`src/rtl/skid_register_pkg.sv`:
```
// Shared constants for the two-entry skid register slice: state encoding and default width.
package skid_register_pkg;

    localparam int unsigned DEFAULT_WIDTH = 4;
    localparam int unsigned STATE_W       = 2;

    typedef logic [STATE_W-1:0] stateT;

    localparam stateT S_EMPTY = 2'd0;
    localparam stateT S_ONE   = 2'd1;
    localparam stateT S_FULL  = 2'd2;

endpackage

```
`src/rtl/skid_register_slot.sv`:
```
// Data register with load enable, synchronous clear and asynchronous active-low reset to zero.
module skid_slot #(
    parameter int unsigned WIDTH = 4
) (
    input  logic             clk,
    input  logic             rst,
    input  logic             clear,
    input  logic             load,
    input  logic [WIDTH-1:0] d,
    output logic [WIDTH-1:0] q
);

    // Clear wins over load so a flush always empties the slot.
    always_ff @(posedge clk or negedge rst) begin
        if (!rst) begin
            q <= '0;
        end else if (clear) begin
            q <= '0;
        end else if (load) begin
            q <= d;
        end
    end

endmodule

```
`src/rtl/skid_register.sv`:
```
// Two-entry valid/ready pipeline slice; inReady depends only on state, never on outReady.
module skid_register
    import skid_register_pkg::*;
#(
    parameter int unsigned WIDTH = DEFAULT_WIDTH
) (
    input  logic             clk,
    input  logic             rst,
    input  logic             flush,
    input  logic             inValid,
    output logic             inReady,
    input  logic [WIDTH-1:0] inData,
    output logic             outValid,
    input  logic             outReady,
    output logic [WIDTH-1:0] outData,
    output logic [1:0]       count
);

    stateT            state;
    stateT            stateNext;
    logic             inFire;
    logic             outFire;
    logic             loadMain;
    logic             loadSkid;
    logic             mainFromSkid;
    logic [WIDTH-1:0] mainD;
    logic [WIDTH-1:0] mainQ;
    logic [WIDTH-1:0] skidQ;

    // Handshake outputs are pure decodes of the state register.
    assign outValid = (state != S_EMPTY);
    assign inReady  = (state != S_FULL);
    assign outData  = mainQ;
    assign count    = state;

    assign inFire  = inValid & inReady;
    assign outFire = outValid & outReady;

    always_ff @(posedge clk or negedge rst) begin
        if (!rst) begin
            state <= S_EMPTY;
        end else begin
            state <= stateNext;
        end
    end

    always_comb begin
        stateNext    = state;
        loadMain     = 1'b0;
        loadSkid     = 1'b0;
        mainFromSkid = 1'b0;
        if (flush) begin
            stateNext = S_EMPTY;
        end else begin
            case (state)
                S_EMPTY: begin
                    if (inFire) begin
                        stateNext = S_ONE;
                        loadMain  = 1'b1;
                    end
                end
                S_ONE: begin
                    if (inFire && outFire) begin
                        loadMain = 1'b1;
                    end else if (inFire) begin
                        stateNext = S_FULL;
                        loadSkid  = 1'b1;
                    end else if (outFire) begin
                        stateNext = S_EMPTY;
                    end
                end
                S_FULL: begin
                    if (outFire) begin
                        stateNext    = S_ONE;
                        loadMain     = 1'b1;
                        mainFromSkid = 1'b1;
                    end
                end
                // Encoding 3 is unreachable; fall back to a clean empty slice.
                default: stateNext = S_EMPTY;
            endcase
        end
    end

    assign mainD = mainFromSkid ? skidQ : inData;

    skid_slot #(.WIDTH(WIDTH)) u_main (
        .clk   (clk),
        .rst   (rst),
        .clear (flush),
        .load  (loadMain),
        .d     (mainD),
        .q     (mainQ)
    );

    skid_slot #(.WIDTH(WIDTH)) u_skid (
        .clk   (clk),
        .rst   (rst),
        .clear (flush),
        .load  (loadSkid),
        .d     (inData),
        .q     (skidQ)
    );

endmodule

```
`config.mk`:
```
export PLATFORM = sky130hd
export DESIGN_NAME = skid_register
export DESIGN_NICKNAME = d
export VERILOG_FILES = /design/src/rtl/skid_register_pkg.sv /design/src/rtl/skid_register_slot.sv /design/src/rtl/skid_register.sv
export SDC_FILE = /design/constraint.sdc
export NUM_CORES = 1
export LEC_CHECK = 0
export BUFFER_PORTS_ARGS = -buffer_cell sky130_fd_sc_hd__buf_2
export CAP_MARGIN = 20
export CORE_AREA = 3 3 40 42
export CTS_CLUSTER_DIAMETER = 120
export DETAILED_ROUTE_END_ITERATION = 6
export DIE_AREA = 0 0 43 45
export PLACE_DENSITY = 0.65
export SLEW_MARGIN = 40
export SYNTH_ARGS = -nofsm -noshare
export SYNTH_HDL_FRONTEND = slang
export SYNTH_HIERARCHICAL = 1
export SYNTH_SLANG_ARGS = --single-unit
```
`constraint.sdc`:
```
create_clock -name clk -period 2.15 [get_ports clk]
set_clock_uncertainty 0.2 [all_clocks]
set_input_delay 0.3225 -clock clk [delete_from_list [all_inputs] [get_ports clk]]
set_output_delay 0.3225 -clock clk [all_outputs]
set_load 0.01 [all_outputs]
```
==> results of run 1 <==
report_power, final:
part / internal (W) / switching, W / total, W
registers: 0.000196 / 0.00000514 / 0.000201
clock network: 0.000103 / 0.0000643 / 0.000167
logic: 0.0000298 / 0.0000315 / 0.0000612
total: 0.000328 / 0.000101 / 0.000429
what timing repair did:
action,in CTS,in global routing
endpoints found under the hold margin,10,0
hold buffers,1,0
setup endpoints to repair,0,0
synthesized netlist by cell type:
| cell type | count | share of area, % |
|---|---|---|
| sky130_fd_sc_hd__mux2i_1 | 8 | 16 |
| sky130_fd_sc_hd__nor2_1 | 8 | 5.9 |
| sky130_fd_sc_hd__a31oi_1 | 1 | 1.2 |
| sky130_fd_sc_hd__or4b_1 | 1 | 2.0 |
| sky130_fd_sc_hd__or2_2 | 1 | 1.2 |
| sky130_fd_sc_hd__nor2b_2 | 1 | 1.7 |
| sky130_fd_sc_hd__a21oi_1 | 1 | 0.98 |
| sky130_fd_sc_hd__o21ai_0 | 1 | 0.98 |
| sky130_fd_sc_hd__nand2b_1 | 1 | 1.2 |
| sky130_fd_sc_hd__nor3_1 | 1 | 0.98 |
| sky130_fd_sc_hd__clkbuf_2 | 2 | 2.0 |
| sky130_fd_sc_hd__inv_2 | 1 | 0.73 |
| sky130_fd_sc_hd__nor3b_4 | 1 | 3.7 |
| sky130_fd_sc_hd__mux2_2 | 4 | 8.8 |
| sky130_fd_sc_hd__and2b_2 | 1 | 1.7 |
| sky130_fd_sc_hd__nand2_1 | 1 | 0.73 |
| sky130_fd_sc_hd__dfrtp_1 | 10 | 49 |
| sky130_fd_sc_hd__a211oi_1 | 1 | 1.5 |
through the flow:
step	hold WS (ps)	util [%]	std cells	setup WS (ps)
finish	87.7	50.8	80	374
global route	80.0	50.8	80	167
CTS	77.1	50.8	80	364
detailed placement	-2.51	47.2	75	384
global placement	-5.33	47.2	75	387
floorplan	-173	-	45	433
cell type report:
class	count	area [µm²]	area share, %
well taps	15	18.8	2.87
flip-flops and latches	10	250	38.3
repair buffers	18	97.6	14.9
inverters	1	3.75	0.575
clock buffers	4	36.3	5.56
multi-input cells	32	246	37.7
per-layer routing:
metal	global-route usage, %	vias to the layer above
met5	0	-
li1	-	194
met4	3.61	0
met1	14.0	166
met2	16.5	9
met3	5.98	0
state kept, by name (all words and copies together), names as in the netlist:
register,flops
count,2
u_main/q,4
u_skid/q,4
kinds of logic (layout without fill, tap and decap cells):
| logic type | count (synthesis) | count (layout) | synth area share (%) |
|---|---|---|---|
| AO/OA/AOI/OAI | 4 | 4 | 4.66 |
| multiplexers | 12 | 12 | 24.5 |
| buffers and inverters | 3 | 23 | 2.70 |
| flip-flops | 10 | 10 | 49.0 |
| AND/OR/NAND/NOR | 16 | 16 | 19.1 |
critical path: stages, from the launching register on:
cell and delay [ps]:
sky130_fd_sc_hd__dfrtp_1 420, sky130_fd_sc_hd__nor2b_2 150, sky130_fd_sc_hd__inv_2 70, sky130_fd_sc_hd__nor3b_4 250, sky130_fd_sc_hd__mux2_2 370, sky130_fd_sc_hd__mux2i_1 130, sky130_fd_sc_hd__nor2_1 60
path summary, 6_finish.rpt:
path	from	end	depth (start not counted)
worst max-delay path	count[0]	u_main/q[3]	6
worst min-delay path	outReady	count[1]	2
worst max register to register	count[0]	u_main/q[3]	6
worst min register to register	u_main/q[0]	u_main/q[0]	2
max in group asynchronous	rst	u_main/q[1]	2
min in group asynchronous	rst	u_skid/q[1]	2
==> flow_summary_export.csv, run 1 <==
group,metric,value,unit
status,status,"complete, no violations",
sta,layout_worst_path_cycle_share,82.6,%
cells_and_area,layout_common_cells,"sky130_fd_sc_hd__buf_2 (16), sky130_fd_sc_hd__dfrtp_1 (10), sky130_fd_sc_hd__mux2i_1 (8), sky130_fd_sc_hd__nor2_1 (8), sky130_fd_sc_hd__mux2_2 (4)",
floorplan,floorplan.initialDensity,39.7,%
sta,grt_setup_unrepaired,"no",
placed_design,detailed_place.area,607,µm²
setup_path,cp.arrival,1710,ps
synth,syn_nets,54,
routing,via_count,369,
sta,max_clock_freq,0.563,GHz
clock_network,clock_sink_count,10,
global_route,globalRouteOverflowTotal,0,
routing,dr_wl_met3,45,µm
placed_design,gpl.final_weighted_congestion,0.671,
cells_and_area,count_of_antenna_diodes_in_the_layout,0,
global_route,via_count_of_the_first_global_routing_pass,371,
min_path,type_of_the_worst_min_delay_path,"input pin to flop",
setup_path,path_max_fanout,6,
routing,wl_met1,425,µm
global_route,largest_net_degree_at_the_start_of_global_routing,14,
setup_path,critPathKind,"flop to flop",
synth,syn-cell-area,510,µm²
clock_network,cts.htree.levels,1,
cells_and_area,fin_nets,75,
routing,drt-pass1-iter-count,4,
floorplan,die_area,0.00194,mm²
global_route,gr-usage-all-layers,11.1,%
cells_and_area,layout.cells.most_common,"sky130_fd_sc_hd__buf_2",
synth,synth.distinct_cells,18,
clock_network,cts-buffers-inserted,3,
clock_network,cts_resized,0,
sta,tns,0,ps
setup_path,timing.critical_path.from_type,"flop",
sta,final_hold_viol_count,0,
sta,finalSetupViolCount,0,
routing,drt.antenna.violating_nets,0,
power,report.power.total,0.000429,W
placed_design,port_buffers,16,
floorplan,fp.dieW,43,µm
setup_path,crit_path_end_kind,"flop",
clock_network,cts_root_buf,"sky130_fd_sc_hd__clkbuf_4",
routing,wirelength,926,µm
synth,synth.yosys.seq_area_share,49.0,%
global_route,grt_pass1_wl,1550,µm
power,power_density,657,mW/mm²
synth,yosys_warnings,6,
routing,number_of_design_rule_violations_left_after_detail_routing,0,
cells_and_area,area_delta_synth_final,27.9,%
sta,final_max_slew_viol_count,0,
power,ir_worst_vdd,0.410,mV
synth,syn_inst,45,
sta,final_period_minus_worst_setup_slack,1780,ps
sta,maxSlewHeadroom,68.2,%
setup_path,critPathRequiredTime,2090,ps
routing,drt_wl_cell,11.6,µm
clock_network,tritoncts,"yes",
floorplan,floorplan.core_area,0.00128,mm²
routing,dr.max_layer_used,"met3",
global_route,initial_antenna_violation_count,0,
clock_network,ctsLongestPathBuffers,2,
routing,via_per_inst,4.61,
clock_network,worst_setup_hold_path_clk_slew,60,ps
clock_network,clock_latency,270,ps
cells_and_area,layout-drive-gt1-share,46.2,%
cells_and_area,design_area,653,µm²
routing,routed-wl-met2,455,µm
clock_network,post_cts_buffers,0,
routing,drt_iter0_markers,2,
cells_and_area,fillers,125,
floorplan,num_ports,17,
sta,worst-slew-pin-transition,476,ps
synth,syn_area_per_cell,11.3,µm²
setup_path,r2r_slack,370,ps
flow_run,max-cap-violations,0,
floorplan,die_h,45,µm
floorplan,std_cell_rows,13,
synth,flip_flop_and_latch_count_after_synthesis,10,
power,leakage,0.316,nW
No activity file was read; power rests on OpenSTA's default activity.
==> inputs of run 2 (changes only) <==
Clock period 2.15 ns to 1.8 ns, I/O delays scaled along.
==> flow_summary_export.csv, run 2 (synthesized netlist as in run 1, its figures left out) <==
group,metric,value,unit
global_route,initial_antenna_violation_count,0,
sta,layout_worst_path_cycle_share,97.7,%
setup_path,r2r_slack,40,ps
setup_path,path_max_fanout,4,
routing,drt.antenna.violating_nets,0,
clock_network,cts-buffers-inserted,3,
clock_network,clock_sink_count,10,
floorplan,num_ports,17,
global_route,globalRouteOverflowTotal,0,
placed_design,detailed_place.area,622,µm²
power,combPwrFrac,17.7,%
routing,drt_wl_cell,12.4,µm
setup_path,timing.critical_path.from_type,"flop",
sta,finalSetupViolCount,0,
clock_network,cts.htree.levels,1,
status,status,"complete, no violations",
cells_and_area,fillers,135,
cells_and_area,layout_common_cells,"sky130_fd_sc_hd__buf_2 (16), sky130_fd_sc_hd__dfrtp_1 (10), sky130_fd_sc_hd__mux2i_1 (8), sky130_fd_sc_hd__nor2_1 (8)",
flow_run,max-cap-violations,0,
cells_and_area,multi_input_area,255,µm²
power,internal_power,0.000352,W
routing,drt_iter0_markers,5,
clock_network,ctsLongestPathBuffers,2,
cells_and_area,layout.cells.most_common,"sky130_fd_sc_hd__buf_2",
routing,drt-pass1-iter-count,4,
cells_and_area,count_of_antenna_diodes_in_the_layout,0,
power,power.share.sequential,51.2,%
setup_path,critical_path.reg2reg.startpoint,"count[1]",
placed_design,gpl.final_weighted_congestion,0.704,
routing,via_per_inst,4.80,
clock_network,cts_root_buf,"sky130_fd_sc_hd__clkbuf_4",
routing,via_count,394,
setup_path,critPathRequiredTime,1740,ps
power,power_frac_clock,31.1,%
placed_design,hpwl,779,µm
sta,worst-slew-pin-transition,296,ps
placed_design,place.detailed.instances,77,
clock_network,clock_latency,260,ps
cells_and_area,area_delta_synth_final,31.4,%
global_route,gr-usage-all-layers,12.0,%
cells_and_area,utilization,52.2,%
clock_network,worst_setup_hold_path_clk_slew,60,ps
min_path,type_of_the_worst_min_delay_path,"input pin to flop",
setup_path,crit_path_end_kind,"flop",
cells_and_area,post_layout_nonfiller_instances,82,
sta,final_hold_viol_count,0,
setup_path,r2r.worst_path.cells,6,
floorplan,fp.dieW,43,µm
sta,final_period_minus_worst_setup_slack,1760,ps
power,ir_worst_vdd,0.394,mV
cells_and_area,design_area,671,µm²
cells_and_area,layout-drive-gt1-share,49.3,%
setup_path,critPathKind,"flop to flop",
global_route,largest_net_degree_at_the_start_of_global_routing,13,
setup_path,worstSetupStartpoint,"count[1]",
global_route,via_count_of_the_first_global_routing_pass,352,
cells_and_area,fin_nets,78,
floorplan,die_h,45,µm
routing,number_of_design_rule_violations_left_after_detail_routing,0,
power,leakage,0.325,nW
floorplan,floorplan.core_area,0.00128,mm²
sta,max_clock_freq,0.568,GHz
power,report.power.total,0.000468,W
placed_design,port_buffers,16,
setup_path,cp.arrival,1700,ps
floorplan,std_cell_rows,13,
cells_and_area,area_occupied_by_registers,250,µm²
sta,maxSlewHeadroom,80.3,%
clock_network,tritoncts,"yes",
sta,final_max_slew_viol_count,0,
sta,grt_setup_unrepaired,"yes",
floorplan,floorplan.initialDensity,39.7,%
power,p_switching,0.000116,W
setup_path,worst_r2r_endpoint,"u_main/q[3]",
power,switching_share,24.8,%
power,power_density,697,mW/mm²
routing,wirelength,1020,µm
setup_path,setup.worst_path.end,"u_main/q[3]",
floorplan,die_area,0.00194,mm²
global_route,grt_pass1_wl,1620,µm
run 2: changes by cell type in the layout (fill, tap and decap cells not counted):
cell | before | now
sky130_fd_sc_hd__buf_4 | 1 | 4
sky130_fd_sc_hd__a21oi_1 | 1 | 0
sky130_fd_sc_hd__a21oi_2 | 0 | 1
sky130_fd_sc_hd__clkbuf_8 | 1 | 0
sky130_fd_sc_hd__nor2b_2 | 1 | 0
sky130_fd_sc_hd__nor2b_4 | 0 | 1
sky130_fd_sc_hd__o21ai_0 | 1 | 0
sky130_fd_sc_hd__o21ai_1 | 0 | 1
run 2: what timing repair did:
item,4_1_cts,5_1_grt
endpoints found under the hold margin,10,0
endpoints found under the setup margin,0,4
buffers inserted,0,1
hold buffers,1,0
resized for setup,0,3
run 2: worst min-delay path by stage:
stage                        start  cells after the start  slack, ps           to
after floorplan                rst                      0       -230     count[0]
after global placement         rst                      1        -60  u_skid/q[1]
after detailed placement       rst                      1        -60  u_skid/q[1]
after CTS                 outReady                      2         10     count[1]
after global routing      outReady                      2         30     count[1]
final                     outReady                      2         20     count[1]
run 2: power by group through the flow:
stage	Sequential (W)	Clock [W]	Combinational, W
after floorplan	0.000248	0	0.0000361
after global placement	0.000243	0	0.0000786
after detailed placement	0.000243	0	0.0000791
after CTS	0.000239	0.000151	0.0000810
after global routing	0.000241	0.000159	0.0000923
final	0.000239	0.000145	0.0000829
run 2: critical path: stages, from the launching register on:
cell,delay [ps]
sky130_fd_sc_hd__dfrtp_1,380
sky130_fd_sc_hd__nor2b_4,160
sky130_fd_sc_hd__inv_2,60
sky130_fd_sc_hd__nor3b_4,280
sky130_fd_sc_hd__mux2_2,380
sky130_fd_sc_hd__mux2i_1,130
sky130_fd_sc_hd__nor2_1,50
run 2: per-layer routing:
metal	GRT usage, %	vias up	routed length (µm)
met3	5.98	2	47
met1	15.5	181	487
met2	16.8	8	463
met4	5.42	0	18
met5	0	-	0
li1	-	203	-
run 2: area by class of cell:
type	instances	share of cell area [%]
clock buffers	3	3.36
flip-flops and latches	10	37.3
multi-input cells	32	38.1
repair buffers	21	17.9
well taps	15	2.80
inverters	1	0.560
run 2: stage by stage:
| step | setup TNS [ps] | worst slack, ps | hold WS, ps |
|---|---|---|---|
| 2_1_floorplan | 0 | 83.5 | -226 |
| 3_3_place_gp | 0 | 27.0 | -58.8 |
| 3_5_place_dp | 0 | 25.6 | -58.1 |
| 4_1_cts | 0 | 3.21 | 14.0 |
| 5_1_grt | -235 | -79.3 | 33.9 |
| 6_report | 0 | 40.9 | 21.7 |
